==> config.mk <==
export PLATFORM = sky130hd
export DESIGN_NAME = seg_scan_ctrl_flat
export DESIGN_NICKNAME = d
export VERILOG_FILES = /design/src/rtl/display_pkg.sv /design/src/rtl/seg_scan_ctrl_if.sv /design/src/rtl/seg_decoder.sv /design/src/rtl/seg_scan_ctrl.sv /design/src/flat_wrapper.sv
export SDC_FILE = /design/constraint.sdc
export NUM_CORES = 1
export LEC_CHECK = 0
export CAP_MARGIN = 25
export CORE_MARGIN = 2
export CORE_UTILIZATION = 56
export DETAILED_ROUTE_END_ITERATION = 10
export PLACE_DENSITY = 0.8
export SETUP_SLACK_MARGIN = 0.3
export SYNTH_ARGS = -nofsm -noshare
export SYNTH_HDL_FRONTEND = slang
export SYNTH_HIERARCHICAL = 1
export SYNTH_SLANG_ARGS = --single-unit
==> constraint.sdc <==
create_clock -name clk -period 4.3 [get_ports clk]
set_clock_uncertainty 0.2 [all_clocks]
set_input_delay 1.075 -clock clk [delete_from_list [all_inputs] [get_ports clk]]
set_output_delay 1.075 -clock clk [all_outputs]
set_load 0.005 [all_outputs]
==> src/rtl/display_pkg.sv <==
// Shared display definitions: digit codes agreed with the formatter,
// active-high segment patterns {g,f,e,d,c,b,a} and the scan state type.
package display_pkg;

    localparam logic [3:0] DIG_BLANK = 4'd10;
    localparam logic [3:0] DIG_MINUS = 4'd11;

    localparam logic [6:0] SEG_0     = 7'h3F;
    localparam logic [6:0] SEG_1     = 7'h06;
    localparam logic [6:0] SEG_2     = 7'h5B;
    localparam logic [6:0] SEG_3     = 7'h4F;
    localparam logic [6:0] SEG_4     = 7'h66;
    localparam logic [6:0] SEG_5     = 7'h6D;
    localparam logic [6:0] SEG_6     = 7'h7D;
    localparam logic [6:0] SEG_7     = 7'h07;
    localparam logic [6:0] SEG_8     = 7'h7F;
    localparam logic [6:0] SEG_9     = 7'h6F;
    localparam logic [6:0] SEG_MINUS = 7'h40;
    localparam logic [6:0] SEG_BLANK = 7'h00;

    typedef enum logic [1:0] {
        ST_IDLE  = 2'd0,
        ST_DRIVE = 2'd1,
        ST_BLANK = 2'd2
    } scan_state_t;

endpackage

==> src/rtl/seg_scan_ctrl_if.sv <==
// Digit data in from the formatting stage, anode/segment drive out to the display.
interface seg_scan_ctrl_if;

    logic        enable;
    logic [15:0] num_in;
    logic [3:0]  dp_in;
    logic        blink_en;
    logic [3:0]  an;
    logic [6:0]  seg;
    logic        dp_out;
    logic        frame_start;

    modport master (
        output enable, num_in, dp_in, blink_en,
        input  an, seg, dp_out, frame_start
    );

    modport slave (
        input  enable, num_in, dp_in, blink_en,
        output an, seg, dp_out, frame_start
    );

endinterface

==> src/rtl/seg_decoder.sv <==
// Combinational digit code to active-high 7-segment pattern; codes 10 and 12-15 are blank.
module seg_decoder
    import display_pkg::*;
(
    input  logic [3:0] code,
    output logic [6:0] pattern
);

    // Pattern lookup, anything not a digit or minus shows nothing
    always_comb begin
        pattern = SEG_BLANK;
        case (code)
            4'd0:      pattern = SEG_0;
            4'd1:      pattern = SEG_1;
            4'd2:      pattern = SEG_2;
            4'd3:      pattern = SEG_3;
            4'd4:      pattern = SEG_4;
            4'd5:      pattern = SEG_5;
            4'd6:      pattern = SEG_6;
            4'd7:      pattern = SEG_7;
            4'd8:      pattern = SEG_8;
            4'd9:      pattern = SEG_9;
            DIG_MINUS: pattern = SEG_MINUS;
            DIG_BLANK: pattern = SEG_BLANK;
            default:   pattern = SEG_BLANK;
        endcase
    end

endmodule

==> src/rtl/seg_scan_ctrl.sv <==
// Four-digit multiplexed scan controller. Digit data is captured into shadow
// registers only at frame boundaries; outputs are registered from the next-state
// values so an, seg and dp_out always change together.
module seg_scan_ctrl
    import display_pkg::*;
#(
    parameter int DIGIT_CYCLES   = 50000,
    parameter int BLANK_CYCLES   = 500,
    parameter int BLINK_FRAMES   = 125,
    parameter bit SEG_ACTIVE_LOW = 1'b1,
    parameter bit AN_ACTIVE_LOW  = 1'b1
) (
    input  logic            clk,
    input  logic            rst_n,
    seg_scan_ctrl_if.slave  bus
);

    localparam int CNT_MAX = (DIGIT_CYCLES > BLANK_CYCLES) ? DIGIT_CYCLES : BLANK_CYCLES;
    localparam int CNT_W   = (CNT_MAX > 1) ? $clog2(CNT_MAX) : 1;
    localparam int FRM_W   = (BLINK_FRAMES > 1) ? $clog2(BLINK_FRAMES) : 1;

    localparam logic [CNT_W-1:0] DIG_LAST = CNT_W'(DIGIT_CYCLES - 1);
    localparam logic [CNT_W-1:0] BLK_LAST = CNT_W'((BLANK_CYCLES > 0) ? BLANK_CYCLES - 1 : 0);
    localparam logic [FRM_W-1:0] FRM_LAST = FRM_W'(BLINK_FRAMES - 1);

    localparam logic [3:0] AN_INV  = AN_ACTIVE_LOW  ? 4'hF  : 4'h0;
    localparam logic [6:0] SEG_INV = SEG_ACTIVE_LOW ? 7'h7F : 7'h00;
    localparam logic       DP_INV  = SEG_ACTIVE_LOW;

    scan_state_t      state, state_nx;
    logic [1:0]       digit, digit_nx;
    logic [CNT_W-1:0] cnt, cnt_nx;
    logic [FRM_W-1:0] frm_cnt, frm_cnt_nx;
    logic             blink_on, blink_on_nx;
    logic [15:0]      num_sh, num_nx;
    logic [3:0]       dp_sh, dp_nx;
    logic             blink_sh, blink_nx;
    logic             load_frame;
    logic             step_digit;

    logic [3:0]       code_nx;
    logic [6:0]       pattern_nx;
    logic [3:0]       an_act;
    logic [6:0]       seg_act;
    logic             dp_act;

    seg_decoder u_decoder (
        .code    (code_nx),
        .pattern (pattern_nx)
    );

    // Next-state logic: scan FSM, prescaler, digit index, frame reload and blink timing
    always_comb begin
        state_nx    = state;
        digit_nx    = digit;
        cnt_nx      = cnt;
        frm_cnt_nx  = frm_cnt;
        blink_on_nx = blink_on;
        num_nx      = num_sh;
        dp_nx       = dp_sh;
        blink_nx    = blink_sh;
        load_frame  = 1'b0;
        step_digit  = 1'b0;

        if (!bus.enable) begin
            state_nx = ST_IDLE;
            digit_nx = 2'd3;
            cnt_nx   = '0;
        end else begin
            case (state)
                ST_IDLE: begin
                    state_nx   = ST_DRIVE;
                    digit_nx   = 2'd3;
                    cnt_nx     = '0;
                    load_frame = 1'b1;
                end
                ST_DRIVE: begin
                    if (cnt == DIG_LAST) begin
                        cnt_nx = '0;
                        if (BLANK_CYCLES == 0) begin
                            step_digit = 1'b1;
                        end else begin
                            state_nx = ST_BLANK;
                        end
                    end else begin
                        cnt_nx = cnt + 1'b1;
                    end
                end
                ST_BLANK: begin
                    if (cnt == BLK_LAST) begin
                        cnt_nx     = '0;
                        state_nx   = ST_DRIVE;
                        step_digit = 1'b1;
                    end else begin
                        cnt_nx = cnt + 1'b1;
                    end
                end
                default: begin
                    state_nx = ST_IDLE;
                    cnt_nx   = '0;
                end
            endcase

            if (step_digit) begin
                if (digit == 2'd0) begin
                    digit_nx   = 2'd3;
                    load_frame = 1'b1;
                end else begin
                    digit_nx = digit - 2'd1;
                end
            end
        end

        if (load_frame) begin
            num_nx   = bus.num_in;
            dp_nx    = bus.dp_in;
            blink_nx = bus.blink_en;
        end

        if (!bus.enable || state == ST_IDLE || !blink_sh) begin
            frm_cnt_nx  = '0;
            blink_on_nx = 1'b1;
        end else if (load_frame) begin
            if (frm_cnt == FRM_LAST) begin
                frm_cnt_nx  = '0;
                blink_on_nx = ~blink_on;
            end else begin
                frm_cnt_nx = frm_cnt + 1'b1;
            end
        end
    end

    // Active-high drive values derived from the state being entered
    always_comb begin
        code_nx = num_nx[{digit_nx, 2'b00} +: 4];
        an_act  = 4'b0000;
        seg_act = SEG_BLANK;
        dp_act  = 1'b0;
        if (state_nx == ST_DRIVE) begin
            seg_act = pattern_nx;
            dp_act  = dp_nx[digit_nx];
            if (!(blink_nx && !blink_on_nx)) begin
                an_act = 4'b0001 << digit_nx;
            end
        end
    end

    // Control state, counters and shadow registers
    always_ff @(posedge clk or negedge rst_n) begin
        if (!rst_n) begin
            state    <= ST_IDLE;
            digit    <= 2'd3;
            cnt      <= '0;
            frm_cnt  <= '0;
            blink_on <= 1'b1;
            num_sh   <= '0;
            dp_sh    <= '0;
            blink_sh <= 1'b0;
        end else begin
            state    <= state_nx;
            digit    <= digit_nx;
            cnt      <= cnt_nx;
            frm_cnt  <= frm_cnt_nx;
            blink_on <= blink_on_nx;
            num_sh   <= num_nx;
            dp_sh    <= dp_nx;
            blink_sh <= blink_nx;
        end
    end

    // Registered display outputs with polarity applied
    always_ff @(posedge clk or negedge rst_n) begin
        if (!rst_n) begin
            bus.an          <= AN_INV;
            bus.seg         <= SEG_INV;
            bus.dp_out      <= DP_INV;
            bus.frame_start <= 1'b0;
        end else begin
            bus.an          <= an_act ^ AN_INV;
            bus.seg         <= seg_act ^ SEG_INV;
            bus.dp_out      <= dp_act ^ DP_INV;
            bus.frame_start <= load_frame;
        end
    end

endmodule

==> src/flat_wrapper.sv <==
// flat-port wrapper written by rule: the top's interface ports become plain ports
module seg_scan_ctrl_flat import display_pkg::*;
#(
    parameter int DIGIT_CYCLES   = 50000,
    parameter int BLANK_CYCLES   = 500,
    parameter int BLINK_FRAMES   = 125,
    parameter bit SEG_ACTIVE_LOW = 1'b1,
    parameter bit AN_ACTIVE_LOW  = 1'b1
)
  (clk, rst_n, bus_enable, bus_num_in, bus_dp_in, bus_blink_en, bus_an, bus_seg, bus_dp_out, bus_frame_start);
  seg_scan_ctrl_if bus_i ();
  input  logic clk;
  input  logic rst_n;
  input wire logic [$bits(bus_i.enable)-1:0] bus_enable;
  input wire logic [$bits(bus_i.num_in)-1:0] bus_num_in;
  input wire logic [$bits(bus_i.dp_in)-1:0] bus_dp_in;
  input wire logic [$bits(bus_i.blink_en)-1:0] bus_blink_en;
  output wire logic [$bits(bus_i.an)-1:0] bus_an;
  output wire logic [$bits(bus_i.seg)-1:0] bus_seg;
  output wire logic [$bits(bus_i.dp_out)-1:0] bus_dp_out;
  output wire logic [$bits(bus_i.frame_start)-1:0] bus_frame_start;
  assign bus_i.enable = bus_enable;
  assign bus_i.num_in = bus_num_in;
  assign bus_i.dp_in = bus_dp_in;
  assign bus_i.blink_en = bus_blink_en;
  assign bus_an = bus_i.an;
  assign bus_seg = bus_i.seg;
  assign bus_dp_out = bus_i.dp_out;
  assign bus_frame_start = bus_i.frame_start;
  seg_scan_ctrl #(.DIGIT_CYCLES(DIGIT_CYCLES), .BLANK_CYCLES(BLANK_CYCLES), .BLINK_FRAMES(BLINK_FRAMES), .SEG_ACTIVE_LOW(SEG_ACTIVE_LOW), .AN_ACTIVE_LOW(AN_ACTIVE_LOW)) u_core (.clk(clk), .rst_n(rst_n), .bus(bus_i));
endmodule
Word-level counts from Yosys, hierarchy flattened:

Memory sizes are Yosys's and may differ from the RTL's.
Index checks and enable logic that the tools add are counted.

* bits in registers: 62
* ROM bits: 112
* input port bits: 24
* output and inout port bits: 13
* memories: 1

Memories
* (name not given): depth 16, bits a word 7, read ports 1, clocked after memory_dff 0, write ports 0, RTL line seg_decoder.sv:12 `case (code)`

* add/subtract/negate cells: 3
* $lt $le $gt $ge: 1
* eq/ne operators: 6
* shift-type cells: 2
* muxes and demuxes: 34
* bitwise gates (word level): 4
* reductions and logical operators: 9

Operator list (count)
* two-way mux 16 bit: 4
* one-hot mux 16 bit (2 select lines): 1
* two-way mux 7 bit: 4
* adder 16 x 1 -> 16 bit (second input constant): 1
* equality test 16 bit (second input constant): 1
* equality test 16 x 9 -> 1 bit (second input constant): 1
* variable part select 16 x 5 -> 4 bit: 1
* two-way mux 2 bit: 7
* two-way mux 1 bit: 13
* two-way mux 4 bit: 3
* adder 7 x 1 -> 7 bit (second input constant): 1
* equality test 7 bit (second input constant): 1
* NOT 7 bit: 1
* one-hot mux 2 bit (3 select lines): 1
* equality test 2 x 1 -> 1 bit (second input constant): 2
* logical NOT 2 bit: 2
* NOT 4 bit: 1
* left shift 1 x 2 -> 4 bit (first input constant): 1
* logical NOT 1 bit: 3
* less-than comparator 2 x 3 -> 1 bit (second input constant): 1
* binary-select mux 1 bit (select 2 bit): 1
* equality test 2 bit (second input constant): 1
* logical OR 1 bit: 2
* NOT 1 bit: 2
* other kinds (3): 3

Depth between registers and ports, before layout:

Gate-level depths: netlist of the first run.

* depth after elaboration: 13
* gate-level depth with buffers: 17
* gate-level depth less buffers: 14

By module:

The synthesis of the first run kept the hierarchy.

By module, submodules not included
* seg_scan_ctrl: times used 1, cells each 279, area each 2995.4 µm², seq. area each 1570.3 µm²
* seg_decoder: times used 1, cells each 29, area each 214.0 µm², seq. area each 0.0 µm²

Worst setup path before layout of the first run:

No wires, ideal clock.

* path kind: input to register
* from: input port bus_enable
* to: register u_core.bus.seg[0]
* setup time: 0.062 ns
* arrival: 3.132 ns
* data required time: 4.038 ns
* path slack: 0.906 ns
* cell stages on the path: 14
* path buffers: 3
* cell sequence: clkbuf_1 -> o21ai_0 -> or2_1 -> buf_6 -> buf_6 -> mux2i_1 -> o22ai_1 -> or2_1 -> inv_1 -> ha_1 -> nor2_2 -> a21oi_1 -> o22ai_1 -> nand2_1

* word-level cells in the longest chain between the ends: 6
* elaborated cells on any way between the ends: 9
* classes of those cells: eq/ne: 1; shift: 1; mux: 5; bitwise: 1; memory: 1

RTL lines
* start, declared: RTL line flat_wrapper.sv:14 `input wire logic [$bits(bus_i.enable)-1:0] bus_enable;`
* two-way mux 1 bit: RTL line seg_scan_ctrl.sv:65 `if (!bus.enable) begin`
* two-way mux 16 bit: RTL line seg_scan_ctrl.sv:114 `if (load_frame) begin`
* variable part select 16 x 5 -> 4 bit (*): RTL line seg_scan_ctrl.sv:135 `code_nx = num_nx[{digit_nx, 2'b00} +: 4];`
* via u_core.code_nx[1]: RTL line seg_scan_ctrl.sv:41 `logic [3:0] code_nx;`
* memory read (16 x 7 bit) (*)
* via u_core.pattern_nx[0]: RTL line seg_scan_ctrl.sv:42 `logic [6:0] pattern_nx;`
* two-way mux 7 bit (*): RTL line seg_scan_ctrl.sv:139 `if (state_nx == ST_DRIVE) begin`
* NOT 7 bit (no source line) (*)
* end signal, assigned: RTL line seg_scan_ctrl.sv:180 `bus.seg <= seg_act ^ SEG_INV;`
* end, declared: RTL line seg_scan_ctrl_if.sv:20 `output an, seg, dp_out, frame_start`

The timed path passes the listed nets; every way through them passes the cells marked *.
A chain may end at the register's enable or synchronous reset.

Worst setup path in the final report of the first run:

* from: register u_core.state[0]
* to: register u_core.bus.seg[0]

* word-level cells in the longest chain between the ends: 10
* elaborated cells on any way between the ends: 22
* classes of those cells: eq/ne: 3; shift: 1; mux: 15; bitwise: 1; reduce/logical: 1; memory: 1

RTL lines
* start, declared: RTL line seg_scan_ctrl.sv:30 `scan_state_t state, state_nx;`
* start signal, assigned: RTL line seg_scan_ctrl.sv:160 `state <= state_nx;`
* equality test 2 bit or logical NOT 2 bit (tied branches): RTL line seg_scan_ctrl.sv:70 `case (state)`
* two-way mux 1 bit: RTL line seg_scan_ctrl.sv:70
* two-way mux 1 bit (on tied branches): RTL line seg_scan_ctrl.sv:65, seg_scan_ctrl.sv:105
* two-way mux 1 bit: RTL line seg_scan_ctrl.sv:104 `if (step_digit) begin`
* two-way mux 1 bit: RTL line seg_scan_ctrl.sv:65
* two-way mux 16 bit: RTL line seg_scan_ctrl.sv:114
* variable part select 16 x 5 -> 4 bit (*): RTL line seg_scan_ctrl.sv:135
* via u_core.code_nx[1]: RTL line seg_scan_ctrl.sv:41
* memory read (16 x 7 bit) (*)
* via u_core.pattern_nx[0]: RTL line seg_scan_ctrl.sv:42
* two-way mux 7 bit (*): RTL line seg_scan_ctrl.sv:139
* NOT 7 bit (no source line) (*)

The timed path passes the listed nets; every way through them passes the cells marked *. The select of a mux whose other input is x is not followed.

==> reports/metrics.yaml, run 1 <==
syn-num-nets: 346
synth.top_cell.area_share_pct: 36.6
root_buffer: "clkbuf_8"
synth_ff_type: "dfrtp_1"
max_cap_viol_count: 0
max_freq_mhz: 286
cts_tree: "done"
ir_drop_mv: 0.208
via_count: 2253
critPathMaxFanout: 21
drive_above_1_share_pct: 12.9
status: "completed"
slew_headroom_pct: 44.2
rrSetupSlack_ps: 800
cts_buffers: 9
power_density_nw_per_um2: 355
layout.nets: 390
ys_async_sr_fraction_pct: 100
gp_congestion: 0.861
vias_per_cell: 5.25
dieHeight_um: 79.7
overflow: 0
rsz0062_at_grt: "no"
grt_pass1_vias: 2240
ys_warn_count: 6
min_delay_path_depth: 1
grt_pass1_wl_um: 10100
use_met1_pct: 28.7
post-route-drc-count: 0
netlist_area_um2: 3210
dp_hpwl_um: 4220
wl_per_cell_um: 13.8
final_core_util_pct: 68.9
dieArea_um2: 6350
hold_viol: 0
diodes: 0
slowest_stage: "dfrtp_1"
synth_cell_types: 45
reg2regPathDepth: 15
endpoint_kind: "flip-flop"
io-pin-count: 37
worst_pin_slew_ps: 837
grtUsageTotal_pct: 21.0
period_share_pct: 81.3
areaGrowthSynthToFinish_pct: 18.2
busiest_layer: "met2"
cts_hold_buf: 0
cp-start-kind: "flip-flop"
yosys-top-cells-area: "dfrtp_1 37%, dfstp_2 12%, ha_1 5.5%"
synthTopCellsByCount: "47 x dfrtp_1, 31 x nor2_1, 30 x inv_1"
cts_max_level: 3
yosysTopAreaCell: "dfrtp_1"
use_met2_pct: 31.5
ant_nets: 0
drt_iter0_drc: 103
path_cells: "inv_1 > ha_1 > and4_1 > a41oi_2 > or2_1 > buf_4 > mux2i_1 > o22ai_1 > or2_1 > inv_1 > ha_1 > nor2_2 > a21oi_1 > o22ai_1 > nand2_1"
drt-total-wl_um: 5920
cp.required_ps: 4360
rows: 27
reg2reg_to: "u_core/bus.seg[0]"
clk_latency_ps: 330
clk_pin_slew_worst_paths_ps: 60
first_pass_iters: 4
crit_type: "flip-flop to flip-flop"
yosys.cell_count.top_type: "dfrtp_1"
finalSetupViolCount: 0
hold_path_class: "flip-flop to flip-flop"
core_area_um2: 5510
fin_crit_ps: 3500
nFillCells: 382
critical-path-max-stage-delay_ps: 400
fp.dieW_um: 79.7
antenna_found_initial: 0
fin_setup_tns_ps: 0
post_cts_buffers: 0
min_to: "u_core/cnt[0]"
ys_ff_latch: 62
portBuffers: 36
synth_edf_count: 0
ys_seq_area_share_pct: 48.9
clockBufferDepth: 2
cts_sinks: 62
initial_core_util_pct: 58.3
r2r_start: "u_core/state[0]"
arrival_ps: 3560
syn_area_per_cell_um2: 10.4
drv_slew: 0
use_met3_pct: 4.75
grt_max_degree: 41
cellLeakagePower_nw: 1.75
syn-instance-count: 308
hp-start: "u_core/cnt[0]"
-- logic make-up after synthesis --
group | Yosys count | synth area share [%]
adders and majority gates | 14 | 5.46
muxes | 22 | 7.13
DFF | 62 | 48.9
AOI/OAI and AO/OA | 38 | 7.76
and+or+nand+nor | 111 | 18.9
buffers and inverters | 39 | 5.85
xor gates and xnor gates | 22 | 6.00
-- how the worst max path moves through the flow --
| stage | startpoint | end | slack (ps) |
|---|---|---|---|
| 2_1_floorplan | bus_enable | u_core/bus.seg[0] | 910 |
| 3_3_place_gp | bus_enable | u_core/bus.seg[0] | 300 |
| 3_5_place_dp | bus_enable | u_core/bus.seg[3] | 200 |
| 4_1_cts | bus_enable | u_core/bus.seg[0] | 510 |
| 5_1_grt | u_core/state[0] | u_core/bus.seg[0] | 520 |
| 6_report | u_core/state[0] | u_core/bus.seg[0] | 800 |
-- registers in the layout, indices dropped and copies added (netlist names), 2 cells and up --
signal	count
u_core/bus.an	4
u_core/frm_cnt	7
u_core/dp_sh	4
u_core/state	2
u_core/digit	2
u_core/cnt	16
u_core/bus.seg	7
u_core/num_sh	16
-- per-layer routing --
layer / share of wire [%] / wire [um] / vias to the layer above
met3: 3.8 / 223 / 11
met1: 48 / 2840 / 1070
met5: 0 / 0 / -
li1: - / - / 1133
met2: 46 / 2750 / 39
met4: 1.8 / 106 / 0
-- power by group --
part	switching [W]	internal, W	total, W
registers	0.0000174	0.000648	0.000665
clock network	0.000204	0.000241	0.000445
logic	0.000127	0.000110	0.000237
-- layout make-up --
cell class              instances  area (um2)  area share, %
multi-input cells             207        1450           38.2
clock buffers                  15         166           4.39
inverters                      31         116           3.07
repair buffers                 41         395           10.4
flip-flops and latches         62        1570           41.4
clock inverters                 1        5.00          0.132
well taps                      72        90.1           2.37
-- placed cells by master (no fill, tap or decap), types with 2 or more instances in the layout --
master            n
o22ai_1           9
dfrtp_1          47
buf_4             5
nor2_1           31
mux2i_1          15
nand2_1          22
and3_1            9
nand4_1           6
clkbuf_1          4
xnor2_1           9
ha_1             14
nor3_1            4
nand2b_1         13
or2_1             2
nor2b_1           3
inv_1            30
o21ai_0           8
o22a_1            3
mux2_2            7
dfstp_2          15
a31oi_1           3
nand3_1           8
and4_1            4
xor2_1           13
clkbuf_8         11
a21oi_1           6
clkdlybuf4s50_1  34
-- worst max-delay path, delay by kind of cell (launching register included) --
family,cells,cell delay (ps)
AND/OR/NAND/NOR,5,820
AO/OA/AOI/OAI,4,680
buffers and inverters,3,570
flip-flops,1,400
adder cells (fa/ha/maj),2,400
multiplexers,1,320
-- metrics by stage --
| step | cells | cell area (um2) | worst slack (ps) | hold slack (ps) | total power (W) |
|---|---|---|---|---|---|
| floorplan | 308 | 3210 | 906 | 225 | 0.000829 |
| global placement | 413 | 3620 | 304 | 245 | 0.000901 |
| detailed placement | 413 | 3620 | 200 | 243 | 0.000911 |
| CTS | 429 | 3790 | 512 | 251 | 0.00136 |
| global route | 429 | 3790 | 516 | 297 | 0.00142 |
| finish | 429 | 3790 | 803 | 254 | 0.00135 |
-- what timing repair did --
action                     in CTS  in global routing
gates resized for setup         0                  1
setup endpoints to repair       0                  4
hold endpoints to repair        0                  0
Power figures use the tool's default switching activity.
==> run 2: changes to the inputs <==
--- a/config.mk
+++ b/config.mk
@@ -7,9 +7,9 @@
 export LEC_CHECK = 0
 export CAP_MARGIN = 25
 export CORE_MARGIN = 2
-export CORE_UTILIZATION = 56
+export CORE_UTILIZATION = 50
 export DETAILED_ROUTE_END_ITERATION = 10
-export PLACE_DENSITY = 0.8
+export PLACE_DENSITY = 0.75
 export SETUP_SLACK_MARGIN = 0.3
 export SYNTH_ARGS = -nofsm -noshare
 export SYNTH_HDL_FRONTEND = slang
==> constraint.sdc (replaced) <==
create_clock -name clk -period 3 [get_ports clk]
set_clock_uncertainty 0.2 [all_clocks]
set_input_delay 0.75 -clock clk [delete_from_list [all_inputs] [get_ports clk]]
set_output_delay 0.75 -clock clk [all_outputs]
set_load 0.005 [all_outputs]
==> run 2 against run 1 <==
First-iteration DRC count increased by 54%. Maximum frequency grew 18%. Die area up 11%. Cell area rose by 17%. Core utilization up 1.6 points. Combinational power rose by 130%. Sequential power up 45%. Largest cell class is now multi-input combinational cells. Largest power group unchanged.
==> reports/metrics.yaml, run 2 (synthesis results as in run 1) <==
status: "completed"
final_cell_mix: "46 x dfrtp_1, 36 x buf_4, 34 x clkdlybuf4s50_1"
fin_area_um2: 4430
multi_input_area_um2: 1700
clk_latency_ps: 340
period_share_pct: 99.2
worst_pin_slew_ps: 760
rrSetupSlack_ps: 20
cellLeakagePower_nw: 1.98
portBuffers: 36
cts_max_level: 3
final_core_util_pct: 70.6
dieHeight_um: 84.1
antenna_found_initial: 0
hold_viol: 0
hold_path_class: "flip-flop to flip-flop"
switching_share_pct: 27.0
max_cap_viol_count: 0
drive_above_1_share_pct: 30.1
dieArea_um2: 7080
switchingPower_w: 0.000622
hp-start: "u_core/dp_sh[1]"
vias_per_cell: 5.39
cp-startpoint: "u_core/cnt[13]"
crit_type: "flip-flop to flip-flop"
cts_buffers: 9
pwr-share-seq_pct: 41.8
fin_cells: 472
dpl.cell_count: 441
grt_pass1_vias: 2510
nFillCells: 419
areaGrowthSynthToFinish_pct: 38.0
register_area_um2: 1570
core_area_um2: 6280
clockBufferDepth: 2
layout.nets: 428
min_delay_path_depth: 2
ant_nets: 0
arrival_ps: 3050
internal_power_w: 0.00168
post-route-drc-count: 0
io-pin-count: 37
slew_headroom_pct: 49.3
initial_core_util_pct: 51.1
cts_hold_buf: 0
comb_power_share_pct: 23.7
place_area_um2: 3830
p_clk_share_pct: 34.5
min_to: "u_core/dp_sh[1]"
cp-start-kind: "flip-flop"
fin_crit_ps: 2980
grt_pass1_wl_um: 11700
finalSetupViolCount: 0
rows: 29
via_count: 2546
critPathMaxFanout: 6
wl_per_cell_um: 16.0
grt_max_degree: 63
endpoint_kind: "flip-flop"
ir_drop_mv: 0.343
power_density_nw_per_um2: 519
clk_pin_slew_worst_paths_ps: 80
fin_setup_tns_ps: 0
cts_tree: "done"
diodes: 0
final_common_cell: "dfrtp_1"
root_buffer: "clkbuf_8"
gp_congestion: 0.893
drt_iter0_drc: 159
reg2reg_to: "u_core/bus.seg[0]"
grtUsageTotal_pct: 20.9
cts_sinks: 62
reg.largest.list: "u_core/cnt x16, u_core/num_sh x16"
r2r_start: "u_core/cnt[13]"
cp.required_ps: 3080
finalPower_w: 0.00230
reg2regPathDepth: 14
first_pass_iters: 4
overflow: 0
dp_hpwl_um: 4440
fp.dieW_um: 84.1
drv_slew: 0
max_freq_mhz: 336
drt-total-wl_um: 7570
rsz0062_at_grt: "yes"
run 2: worst max-delay path by stage:
stage                   endpoint  slack (ps)
2_1_floorplan  u_core/bus.seg[3]         170
3_3_place_gp   u_core/bus.seg[3]        -230
3_5_place_dp   u_core/bus.seg[0]        -290
4_1_cts        u_core/bus.seg[0]         130
5_1_grt        u_core/bus.seg[3]        -130
6_report       u_core/bus.seg[0]          20
run 2: worst max-delay path, stage by stage, from the launching register on:
cell and delay (ps):
dfrtp_1 430, nor4_4 390, nand4_1 250, buf_6 210
nor3_1 240, a211oi_1 90, buf_4 170, o22ai_1 130
or2_4 200, inv_4 60, ha_4 160, nor2_4 100
a21oi_2 60, o22ai_2 160, nand2_1 70
run 2: power groups by stage:
stage | Sequential (W) | Combinational, W | Clock (W)
2_1_floorplan | 0.000962 | 0.000241 | 0
3_3_place_gp | 0.000961 | 0.000398 | 0
3_5_place_dp | 0.000964 | 0.000411 | 0
4_1_cts | 0.000956 | 0.000467 | 0.000801
5_1_grt | 0.000966 | 0.000586 | 0.000845
6_report | 0.000962 | 0.000544 | 0.000793
run 2: through the flow:
stage / hold WS (ps) / worst slack, ps
after floorplan: 225 / 171
after global placement: 242 / -231
after detailed placement: 247 / -292
after CTS: 296 / 128
after global routing: 314 / -132
final: 290 / 24.8
run 2: routing by layer:
layer  track usage (%)  vias up  wire length (um)
met2              35.1       55              3830
li1                  -     1207                 -
met5                 0        -                 0
met4              9.09        0               153
met3              5.14       15               262
met1              25.6     1269              3320
run 2: layout make-up:
class / count / area share [%]
Clock buffer: 11 / 2.97
Clock inverter: 5 / 1.69
Inverter: 31 / 2.74
Multi-Input combinational cell: 207 / 38.5
Sequential cell: 62 / 35.5
Tap cell: 77 / 2.18
Timing Repair Buffer: 79 / 16.5
run 2: what timing repair did:
action	4_1_cts	5_1_grt
cloned	1	3
resized for setup	25	20
setup buffers	9	2
pin swaps	2	16
setup endpoints to repair	7	7
==> run 3: changes to the inputs <==
--- a/config.mk
+++ b/config.mk
@@ -7,9 +7,9 @@
 export LEC_CHECK = 0
 export CAP_MARGIN = 25
 export CORE_MARGIN = 2
-export CORE_UTILIZATION = 50
+export CORE_UTILIZATION = 56
 export DETAILED_ROUTE_END_ITERATION = 10
-export PLACE_DENSITY = 0.75
+export PLACE_DENSITY = 0.8
 export SETUP_SLACK_MARGIN = 0.3
 export SYNTH_ARGS = -nofsm -noshare
 export SYNTH_HDL_FRONTEND = slang
==> constraint.sdc (replaced) <==
create_clock -name clk -period 2.96 [get_ports clk]
set_clock_uncertainty 0.2 [all_clocks]
set_input_delay 0.74 -clock clk [delete_from_list [all_inputs] [get_ports clk]]
set_output_delay 0.74 -clock clk [all_outputs]
set_load 0.005 [all_outputs]
==> run 3 against run 2 <==
The run now ends with negative setup slack left. Total power is essentially flat. Flip-flop and latch count is the same. Clock power shrank 8.3%. Via count grew 4.0%. Maximum frequency shrank 3.7%. Non-clock buffer count grew 14. Cell area grew 2.8%. Count of clock-buffer cells in the layout is the same. Sequential power grew 2%. Global-route usage grew 5.9 points. Hold slack gained 11 ps. Largest power group unchanged.
==> reports/metrics.yaml, run 3 (synthesis results as in run 1) <==
cp-startpoint: "u_core/cnt[10]"
cp-start-kind: "flip-flop"
cp.required_ps: 3020
slowest_stage: "dfrtp_2"
nFillCells: 268
root_buffer: "clkbuf_8"
slew_headroom_pct: 48.7
worst_pin_slew_ps: 770
switchingPower_w: 0.000650
hp-start: "u_core/dp_sh[0]"
cts_max_level: 3
io-pin-count: 37
internal_power_w: 0.00165
fp.dieW_um: 79.7
power_density_nw_per_um2: 505
endpoint_kind: "flip-flop"
critPathMaxFanout: 9
hold_viol: 0
fin_crit_ps: 3090
drt-total-wl_um: 8680
setup_slack_ps: -130
rsz0062_at_grt: "yes"
dieArea_um2: 6350
grt_max_degree: 63
cp_top_family: "simple AND/OR/NAND/NOR gates"
overflow: 0
vias_per_cell: 5.52
core_area_um2: 5510
drv_slew: 0
final_common_cell: "buf_4"
period_share_pct: 104
portBuffers: 36
ant_nets: 0
cts_buffers: 9
hold_path_class: "flip-flop to flip-flop"
final_cell_mix: "52 x buf_4, 45 x dfrtp_1, 34 x clkdlybuf4s50_1"
post-route-drc-count: 0
finalSetupViolCount: 7
max_cap_viol_count: 0
wl_per_cell_um: 18.1
cts_tree: "done"
via_count: 2648
drt_iter0_drc: 178
grt_pass1_vias: 2653
crit_top_cell: "buf_4"
diodes: 0
switching_share_pct: 28.3
antenna_found_initial: 0
grtUsageTotal_pct: 26.8
clk_pin_slew_worst_paths_ps: 60
areaGrowthSynthToFinish_pct: 41.9
clockBufferDepth: 2
initial_core_util_pct: 58.3
pwr-share-seq_pct: 42.5
crit_type: "flip-flop to flip-flop"
critical-path-max-stage-delay_ps: 450
fin_setup_tns_ps: -510
final_core_util_pct: 82.7
layout.nets: 442
max_freq_mhz: 324
drive_above_1_share_pct: 35.5
dp_hpwl_um: 4360
first_pass_iters: 4
rows: 27
cts_sinks: 62
comb_power_share_pct: 25.8
gp_congestion: 0.807
path_buf_inv: 5
ir_drop_mv: 0.325
path_cells: "nor4_4 > buf_4 > nand4_1 > buf_2 > a31oi_1 > buf_4 > buf_4 > nand2b_1 > nand3_2 > buf_6 > nand2_2 > o21ai_2 > o22ai_1 > nand2_1"
status: "complete, but fails checks"
clk_latency_ps: 350
grt_pass1_wl_um: 12800
failed_checks: "negative setup slack"
arrival_ps: 3150
cellLeakagePower_nw: 2.02
cts_hold_buf: 0
dieHeight_um: 79.7
r2r_start: "u_core/cnt[10]"
reg.largest.list: "u_core/cnt x16, u_core/num_sh x16"
p_clk_share_pct: 31.6
-- run 3: cell count changes in the layout (fill, tap and decap cells not counted), sizes merged --
cell and change:
buf +15, dlymetal6s2s +1, clkinv -1, bufinv -1
dlygate4sd2 -1, clkbuf -1, clkinvlp +1
-- run 3: through the flow --
stage               cells  worst slack, ps  cell area (um2)  hold slack [ps]  total power (W)
finish                480             -130             4550              301          0.00230
CTS                   469             75.8             4350              293          0.00223
global placement      438             -273             3840              241          0.00139
floorplan             308              131             3240              225          0.00122
global route          480             -188             4550              324          0.00239
detailed placement    438             -299             3840              249          0.00140
-- run 3: worst reg2reg max path, delay by kind of cell, from the launching register on --
kind | cells | cell delay [ps]
and+or+nand+nor | 6 | 980
AOI/OAI and AO/OA | 3 | 490
DFF | 1 | 450
buffers and inverters | 5 | 900
-- run 3: power groups by stage --
stage	logic, W	clock network (W)	registers, W
after global routing	0.000635	0.000768	0.000982
after detailed placement	0.000422	0	0.000978
final	0.000593	0.000727	0.000977
after floorplan	0.000243	0	0.000975
after global placement	0.000412	0	0.000974
after CTS	0.000526	0.000734	0.000970
-- run 3: path summary, 6_finish.rpt --
path	to	slack [ps]	cells after the start
hold reg to reg	u_core/dp_sh[0]	300	2
setup reg to reg	u_core/bus.seg[6]	-130	14
hold / removal	u_core/dp_sh[0]	300	2
min in group asynchronous	u_core/frm_cnt[5]	340	2
setup / recovery	u_core/bus.seg[6]	-130	14
max in group asynchronous	u_core/cnt[10]	1660	2
-- run 3: metal layers --
| layer | routed length, um | global-route usage, % | vias up |
|---|---|---|---|
| met2 | 4490 | 44.5 | 89 |
| met5 | 0 | 0 | - |
| met4 | 332 | 15.9 | 0 |
| met1 | 3490 | 32.3 | 1294 |
| li1 | - | - | 1237 |
| met3 | 360 | 5.32 | 28 |
-- run 3: cell type report --
| type | instances | area [um2] | area share (%) |
|---|---|---|---|
| clock buffer | 11 | 141 | 3.11 |
| tap | 72 | 90.1 | 1.98 |
| timing repair buffer | 93 | 823 | 18.1 |
| inverter | 31 | 124 | 2.72 |
| clock inverter | 4 | 47.5 | 1.04 |
| multi-input combinational | 207 | 1750 | 38.5 |
| sequential | 62 | 1570 | 34.5 |
-- run 3: what timing repair did --
item | CTS | global route
pin swaps | 14 | 16
gates resized for setup | 34 | 26
cloned | 1 | 1
buffers inserted | 15 | 10
setup endpoints to repair | 7 | 9
